$ cat src/rtl/pac_pkg.sv
// Shared types and constants for the Pac-Man sprite line fetcher.
package pac_pkg;

  localparam int SPR_SIZE = 16;
  localparam logic [3:0] TRANSPARENT = 4'h0;

  typedef enum logic [1:0] {
    DIR_R,
    DIR_L,
    DIR_U,
    DIR_D
  } dir_t;

  typedef enum logic [1:0] {
    IDLE,
    FETCH,
    DONE
  } fetch_state_t;

endpackage

$ cat src/rtl/spr_addr_map.sv
// Maps a sprite row/column and facing direction to a ROM address.
// Left mirrors horizontally; up and down transpose the source sprite.
module spr_addr_map
  import pac_pkg::*;
(
  input  logic [3:0] row,
  input  logic [3:0] col,
  input  dir_t       dir,
  output logic [7:0] addr
);

  always_comb begin
    addr = {row, col};
    unique case (dir)
      DIR_R: addr = {row, col};
      DIR_L: addr = {row, 4'd15 - col};
      DIR_U: addr = {col, row};
      DIR_D: addr = {4'd15 - col, row};
      default: addr = {row, col};
    endcase
  end

endmodule

$ cat src/rtl/pacman_sprite_fetch.sv
// Fetches one oriented sprite row into a line buffer during h-blank, then
// serves registered palette indices for active video from that buffer.
module pacman_sprite_fetch
  import pac_pkg::*;
#(
  parameter int COORD_W = 10,
  parameter int IDX_W   = 4,
  parameter int ROM_LAT = 1
) (
  input  logic               Clk,
  input  logic               Reset_n,
  input  logic               line_start,
  input  logic [COORD_W-1:0] next_y,
  input  logic [COORD_W-1:0] sprite_x,
  input  logic [COORD_W-1:0] sprite_y,
  input  logic [1:0]         dir,
  input  logic [COORD_W-1:0] DrawX,
  output logic [7:0]         rom_addr,
  input  logic [IDX_W-1:0]   rom_q,
  output logic [IDX_W-1:0]   pixel_idx,
  output logic               pixel_on,
  output logic               busy
);

  localparam int CNT_W = 5;
  localparam logic [CNT_W-1:0] LAST_CNT = CNT_W'(SPR_SIZE + ROM_LAT - 1);
  localparam logic [CNT_W-1:0] LAT_CNT  = CNT_W'(ROM_LAT);
  localparam logic [CNT_W-1:0] SPR_CNT  = CNT_W'(SPR_SIZE);

  fetch_state_t state, state_nxt;

  logic [CNT_W-1:0]   cnt;
  logic [CNT_W-1:0]   cap_cnt;
  logic [COORD_W-1:0] sx_lat;
  logic [3:0]         row_lat;
  dir_t               dir_lat;
  logic               line_valid;
  logic [IDX_W-1:0]   line_buf [SPR_SIZE];

  logic [COORD_W-1:0] row_rel;
  logic               row_hit;
  logic [7:0]         map_addr;
  logic [COORD_W-1:0] dx;
  logic               hit;
  logic [IDX_W-1:0]   rd_idx;

  // Row offset wraps, so lines above the sprite look huge and are rejected.
  assign row_rel = next_y - sprite_y;
  assign row_hit = row_rel < COORD_W'(SPR_SIZE);

  always_ff @(posedge Clk) begin
    if (!Reset_n) state <= IDLE;
    else          state <= state_nxt;
  end

  always_comb begin
    state_nxt = state;
    if (line_start) begin
      state_nxt = row_hit ? FETCH : IDLE;
    end else begin
      unique case (state)
        IDLE:    state_nxt = IDLE;
        FETCH:   if (cnt == LAST_CNT) state_nxt = DONE;
        DONE:    state_nxt = IDLE;
        default: state_nxt = IDLE;
      endcase
    end
  end

  always_ff @(posedge Clk) begin
    if (!Reset_n) begin
      cnt        <= '0;
      sx_lat     <= '0;
      row_lat    <= '0;
      dir_lat    <= DIR_R;
      line_valid <= 1'b0;
    end else if (line_start) begin
      cnt        <= '0;
      sx_lat     <= sprite_x;
      row_lat    <= row_rel[3:0];
      dir_lat    <= dir_t'(dir);
      line_valid <= 1'b0;
    end else if (state == FETCH) begin
      cnt <= cnt + 1'b1;
      if (cnt == LAST_CNT) line_valid <= 1'b1;
    end
  end

  // ROM data trails its address by ROM_LAT cycles, so captures lag the column count.
  assign cap_cnt = cnt - LAT_CNT;

  always_ff @(posedge Clk) begin
    if (Reset_n && !line_start && state == FETCH && cnt >= LAT_CNT)
      line_buf[cap_cnt[3:0]] <= rom_q;
  end

  spr_addr_map u_addr_map (
    .row  (row_lat),
    .col  (cnt[3:0]),
    .dir  (dir_lat),
    .addr (map_addr)
  );

  assign rom_addr = (state == FETCH && cnt < SPR_CNT) ? map_addr : 8'd0;
  assign busy     = (state == FETCH);

  assign dx     = DrawX - sx_lat;
  assign hit    = line_valid && (dx < COORD_W'(SPR_SIZE));
  assign rd_idx = line_buf[dx[3:0]];

  always_ff @(posedge Clk) begin
    if (!Reset_n) begin
      pixel_idx <= '0;
      pixel_on  <= 1'b0;
    end else begin
      pixel_idx <= hit ? rd_idx : '0;
      pixel_on  <= hit && (rd_idx != IDX_W'(TRANSPARENT));
    end
  end

endmodule
$ cat config.mk
export PLATFORM = sky130hd
export DESIGN_NAME = pacman_sprite_fetch
export DESIGN_NICKNAME = d
export VERILOG_FILES = /design/src/rtl/pac_pkg.sv /design/src/rtl/spr_addr_map.sv /design/src/rtl/pacman_sprite_fetch.sv
export SDC_FILE = /design/constraint.sdc
export NUM_CORES = 1
export LEC_CHECK = 0
export CAP_MARGIN = 20
export CORE_ASPECT_RATIO = 1.2
export CORE_MARGIN = 4
export CORE_UTILIZATION = 60
export DETAILED_ROUTE_END_ITERATION = 8
export GPL_TIMING_DRIVEN = 1
export HOLD_SLACK_MARGIN = 0.08
export PLACE_DENSITY = 0.95
export SLEW_MARGIN = 20
export SYNTH_ARGS = -nofsm -noshare
export SYNTH_HDL_FRONTEND = slang
export SYNTH_HIERARCHICAL = 1
export SYNTH_SLANG_ARGS = --single-unit
$ cat constraint.sdc
create_clock -name Clk -period 6.6 [get_ports Clk]
set_clock_uncertainty 0.05 [all_clocks]
set_input_delay 0.99 -clock Clk [delete_from_list [all_inputs] [get_ports Clk]]
set_output_delay 0.99 -clock Clk [all_outputs]
set_load 0.02 [all_outputs]
==> results of run 1 <==
[stage by stage]
step / util / hold WS (ps) / worst slack (ps) / std cells
5_1_grt: 0.733 / 496 / 2760 / 552
3_5_place_dp: 0.708 / 455 / 2580 / 536
4_1_cts: 0.733 / 474 / 2950 / 552
3_3_place_gp: 0.708 / 430 / 2780 / 536
6_report: 0.733 / 466 / 2930 / 552
2_1_floorplan: - / 376 / 3410 / 394
[how the worst max path moves through the flow]
| stage | endpoint | depth (start not counted) | slack, ps |
|---|---|---|---|
| floorplan | pixel_on | 10 | 3410 |
| global placement | pixel_on | 9 | 2780 |
| detailed placement | pixel_on | 8 | 2580 |
| CTS | pixel_on | 8 | 2950 |
| global route | pixel_on | 8 | 2760 |
| finish | pixel_on | 8 | 2930 |
[placed cells by master, fill, tap and decap left out, types with 16 or more instances in the layout]
cell type	instances
clkdlybuf4s50_1	61
dfxtp_1	29
edfxtp_1	64
ha_1	23
inv_1	25
mux2i_1	22
mux4_2	16
nand2_1	21
nor2_1	39
nor2b_1	20
[power groups by stage]
stage	clock [mW]	combinational (mW)	sequential, mW
after floorplan	0	0.148	0.645
after global placement	0	0.198	0.647
after detailed placement	0	0.211	0.647
after CTS	0.379	0.212	0.634
after global routing	0.407	0.233	0.635
final	0.376	0.212	0.634
[per-layer routing]
| metal | track usage | up-vias |
|---|---|---|
| met5 | 0 | - |
| met4 | 0.0953 | 0 |
| met3 | 0.0467 | 18 |
| met2 | 0.397 | 122 |
| met1 | 0.270 | 1630 |
| li1 | - | 1554 |
[state kept, by name (all words and copies together), names as in the netlist]
register / count
line_buf: 64
sx_lat: 10
cnt: 5
pixel_idx: 4
row_lat: 4
dir_lat: 2
state: 2
line_valid: 1
pixel_on: 1
[layout make-up]
cell class / instances / area (sq um) / area share
clock buffer: 9 / 124 / 0.0218
clock inverter: 7 / 72.6 / 0.0128
inverter: 26 / 97.6 / 0.0172
multi-input combinational: 263 / 2150 / 0.379
sequential: 93 / 2500 / 0.441
tap: 92 / 115 / 0.0203
timing repair buffer: 62 / 616 / 0.108
[cell families after synthesis]
logic type,Yosys count
fa+ha+maj,25
simple gates,118
buf+inv,38
compound gates,53
flops,93
mux,48
xor+xnor,19
==> reports/results.ini, run 1 <==
[run_status]
outcome=finished clean

[synthesis]
yosys.area_share.simple=0.124
synthArstFlopShare=0
synth_most_common_cell=edfxtp_1
synthCells=394
yosys-top-cells-area=edfxtp_1 40%, dfxtp_1 12%, mux4_2 7.5%
synth_common_cells=64 x edfxtp_1, 39 x nor2_1, 29 x dfxtp_1
synth.cell_area_sq_um=4810
synth.distinct_cells=50
synth_edf_count=64
synth-xor-area-share=0.0362
synth_flop_cell=edfxtp_1
synth_area_leader_cell=edfxtp_1
synth_fp_nets=468
yosysSeqAreaShare=0.520
yosys-mux-area-fraction=0.144
synth_compound_area_frac=0.0755
syn_area_per_cell_sq_um=12.2
synth_top_family_by_area=multiplexers
yosysWarnings=6
synth-seq-cells=93
synthAdderAreaFrac=0.0682
synth_top_area_share=0.400

[sta]
fmax_mhz=273
slew_viol_final=0
tns_ps=0
worst_pin_slew_ps=943
rsz0062_at_grt=false
slew_headroom=0.371
finalSetupViolCount=0
hold_viol_final=0
fin_crit_ps=3670
period_share=0.556

[worst_setup_path]
critPathLaunchType=input pin
critPathRequiredTime_ps=6780
max_stage_delay_ps=1020
crit_chain=clkdlybuf4s50_1 -> inv_1 -> ha_1 -> fa_1 -> mux4_2 -> mux2_2 -> o21ai_0 -> a311oi_1
end_kind=flop
r2r_cells=6
reg2reg_to=pixel_on
startpoint=DrawX[0]
cp_num_buf_inv=2
cp_max_fo=16
rr_startpoint=sx_lat[0]
criticalPathCategory=in2reg
r2r_slack_ps=3720
cp_slowest_cell=fa_1
critical_path_arrival_ps=3840
crit_family=adder cells

[route]
wl_met2_mm=5.41
post-route-drc-count=0
drtAntennaViolNets=0
wl_met3_microns=592
wl_met1_mm=4.02
first_pass_iters=4
wl_per_cell_microns=18.6
maxUsedRoutingLayer=met4
routed_via_density=6.02
vias=3324
drt_iter0_drc=271
totalWireLength_mm=10.3

[clock_network]
cts_setup_buffers=0
clock-sinks=93
cts.reportedPaths.clkPinSlew_ps=90
cts-root-buf=clkbuf_8
clk_path_buf_depth=2
numCtsBuffers=9
ctsResizeCount=0
cts_tree=built
htreeDepth=3
insertion_delay_ps=370
cts_hold_buffers=0

[cells_and_area]
antennaDiodeCount=0
drive_gt1_frac=0.104
fillers=474
finalNetCount=529
syn_to_final_growth_pct=18.1
stdcell_area_sq_um=5680

[floorplanning]
rows=35
dieHeight_microns=106
dieArea_sq_um=9520
core_area_sq_um=7750
initial_utilization=0.620
io_pins=63
die_w_microns=89.7

[power_and_ir_drop]
comb_power_share=0.174
clkPwrFrac=0.308
switchingPower_mw=0.309
design_power_total_mw=1.22
internal_power_mw=0.914
vdd_drop_max_v=0.000108
seqPwrFrac=0.518
power.leakage_nw=2.13
switching_share=0.253
p_per_area_nw_per_um2=215

[place]
gp_congestion=0.924
io_buffers=62
place_area_sq_um=5490
place_hpwl_mm=7.65

[grt]
antenna_found_initial=0
grt_pass1_wl_mm=16.8
grt_pass1_vias=3360
grt.total_usage=0.226
grt_start_max_net_pins=23
grt_overflow_total=0

[hold_path]
min_from=row_lat[0]
min_to=row_lat[0]
whs_path_depth=1
min_path_type=reg2reg

[job]
drv_cap=0

(Power assumes the default switching activity.)
==> run 2: changes to the inputs <==
--- a/config.mk
+++ b/config.mk
@@ -8,11 +8,11 @@
 export CAP_MARGIN = 20
 export CORE_ASPECT_RATIO = 1.2
 export CORE_MARGIN = 4
-export CORE_UTILIZATION = 60
+export CORE_UTILIZATION = 50
 export DETAILED_ROUTE_END_ITERATION = 8
 export GPL_TIMING_DRIVEN = 1
 export HOLD_SLACK_MARGIN = 0.08
-export PLACE_DENSITY = 0.95
+export PLACE_DENSITY = 0.87
 export SLEW_MARGIN = 20
 export SYNTH_ARGS = -nofsm -noshare
 export SYNTH_HDL_FRONTEND = slang
==> constraint.sdc (replaced) <==
create_clock -name Clk -period 3.2 [get_ports Clk]
set_clock_uncertainty 0.05 [all_clocks]
set_input_delay 0.48 -clock Clk [delete_from_list [all_inputs] [get_ports Clk]]
set_output_delay 0.48 -clock Clk [all_outputs]
set_load 0.02 [all_outputs]
==> run 2 against run 1 <==
  * Core utilization shrank 10 points
  * Critical path depth grew 2
  * Via count shrank 3.5%
==> reports/results.ini, run 2 (synthesis results as in run 1) <==
[route]
wl_per_cell_microns=16.9  ; -9.2%
drtAntennaViolNets=0  ; unchanged
routed_via_density=5.48  ; -8.9%
first_pass_iters=4  ; unchanged
vias=3208  ; -3.5%
post-route-drc-count=0  ; unchanged
drt_iter0_drc=249  ; -8.1%
totalWireLength_mm=9.86  ; -3.8%

[grt]
grt_pass1_vias=3367  ; +0.21%
antenna_found_initial=0  ; unchanged
grt_overflow_total=0  ; unchanged
grt_start_max_net_pins=22  ; -4.3%
grt.total_usage=0.186  ; -0.0394
grt_pass1_wl_mm=16.5  ; -1.8%

[power_and_ir_drop]
power.leakage_nw=2.17  ; +1.6%
vdd_drop_max_v=0.000257  ; +140%
design_power_total_mw=2.59  ; +110%
p_per_area_nw_per_um2=447  ; +110%

[clock_network]
insertion_delay_ps=360  ; about the same
cts_hold_buffers=0  ; unchanged
cts-root-buf=clkbuf_8
clock-sinks=93  ; unchanged
htreeDepth=3  ; unchanged
cts_setup_buffers=0  ; unchanged
ctsResizeCount=0  ; unchanged
clk_path_buf_depth=2  ; unchanged
cts_tree=built
numCtsBuffers=9  ; unchanged
cts.reportedPaths.clkPinSlew_ps=90  ; about the same

[sta]
fmax_mhz=360
slew_viol_final=0  ; unchanged
worst_pin_slew_ps=602  ; -341 ps
finalSetupViolCount=0  ; unchanged
period_share=0.868
hold_viol_final=0  ; unchanged
tns_ps=0  ; unchanged
rsz0062_at_grt=false
slew_headroom=0.597  ; +0.226
hold_ws_ps=462  ; -4.36 ps
fin_crit_ps=2780

[worst_setup_path]
rr_startpoint=sx_lat[0]
cp_max_fo=16  ; unchanged
reg2reg_to=pixel_on
crit_chain=clkdlybuf4s50_1 -> inv_1 -> ha_1 -> fa_1 -> buf_12 -> mux4_2 -> mux2i_1 -> o21ai_0 -> a22oi_1 -> a311oi_1
cp_slowest_cell=fa_1
worst-path-stages=10  ; +2
criticalPathCategory=in2reg
endpoint=pixel_on
startpoint=DrawX[0]
end_kind=flop
critPathRequiredTime_ps=3390  ; -3390 ps
r2r_cells=8  ; +2
critPathLaunchType=input pin
r2r_slack_ps=750  ; -2970 ps
crit_family=adder cells
critical_path_arrival_ps=2970  ; -870 ps
cp_num_buf_inv=3  ; +1
max_stage_delay_ps=540  ; -480 ps

[place]
gp_congestion=0.875  ; -5.3%
dp_cells=569  ; +6.2%
place_hpwl_mm=7.53  ; -1.6%
io_buffers=62  ; unchanged

[cells_and_area]
syn_to_final_growth_pct=20.6
largest_register_ffs=64  ; unchanged
drive_gt1_frac=0.112  ; +0.00748
finalNetCount=534  ; +0.95%
final-instance-count-excl-fill=585  ; +6.0%
final_cell_mix=64 x edfxtp_1, 62 x clkdlybuf4s50_1, 39 x nor2_1, 29 x dfxtp_1, 25 x inv_1
final_common_cell=edfxtp_1
antennaDiodeCount=0  ; unchanged

[floorplanning]
dieArea_sq_um=11300  ; +18%
die_w_microns=97.5  ; +8.7%
initial_utilization=0.521  ; -0.0990
rows=38  ; +8.6%
core_area_sq_um=9220  ; +19%
dieHeight_microns=115  ; +8.8%
io_pins=63  ; unchanged

[job]
drv_cap=0  ; unchanged

[run_status]
outcome=finished clean

[hold_path]
min_path_type=reg2reg

## run 2: how the worst min path moves through the flow
stage               startpoint    endpoint  slack [ps]  cells after the start
finish              row_lat[0]  row_lat[0]         460                      1
global route        row_lat[0]  row_lat[0]         490                      1
CTS                 row_lat[0]  row_lat[0]         460                      1
detailed placement  row_lat[0]  row_lat[0]         430                      1
global placement    row_lat[2]  row_lat[2]         420                      1
floorplan           line_valid  line_valid         380                      1
## run 2: routing by layer
layer  up-vias  wire length [microns]  global-route usage
met3        14                    408              0.0427
met5         -                      0                   0
met1      1559                   3940               0.225
met4         0                    152              0.0582
met2        77                   5370               0.334
li1       1558                      -                   -
## run 2: report_power, final
group / internal, mW / total, mW / switching (mW)
sequential: 1.30 / 1.31 / 0.0122
combinational: 0.239 / 0.452 / 0.213
clock: 0.438 / 0.831 / 0.393
## run 2: area by class of cell
cell class | instances | area [sq um]
clock buffer | 10 | 128
fill | 680 | 3420
inverter | 26 | 97.6
clock inverter | 6 | 87.6
sequential | 93 | 2500
tap | 120 | 150
multi-input combinational | 263 | 2150
timing repair buffer | 67 | 683
## run 2: per-stage QoR
| stage | util | worst slack, ps | instance area, sq um |
|---|---|---|---|
| floorplan | - | 516 | 4810 |
| global placement | 0.606 | 180 | 5590 |
| detailed placement | 0.606 | 32.7 | 5590 |
| CTS | 0.629 | 431 | 5800 |
| global route | 0.629 | 358 | 5800 |
| finish | 0.629 | 423 | 5800 |
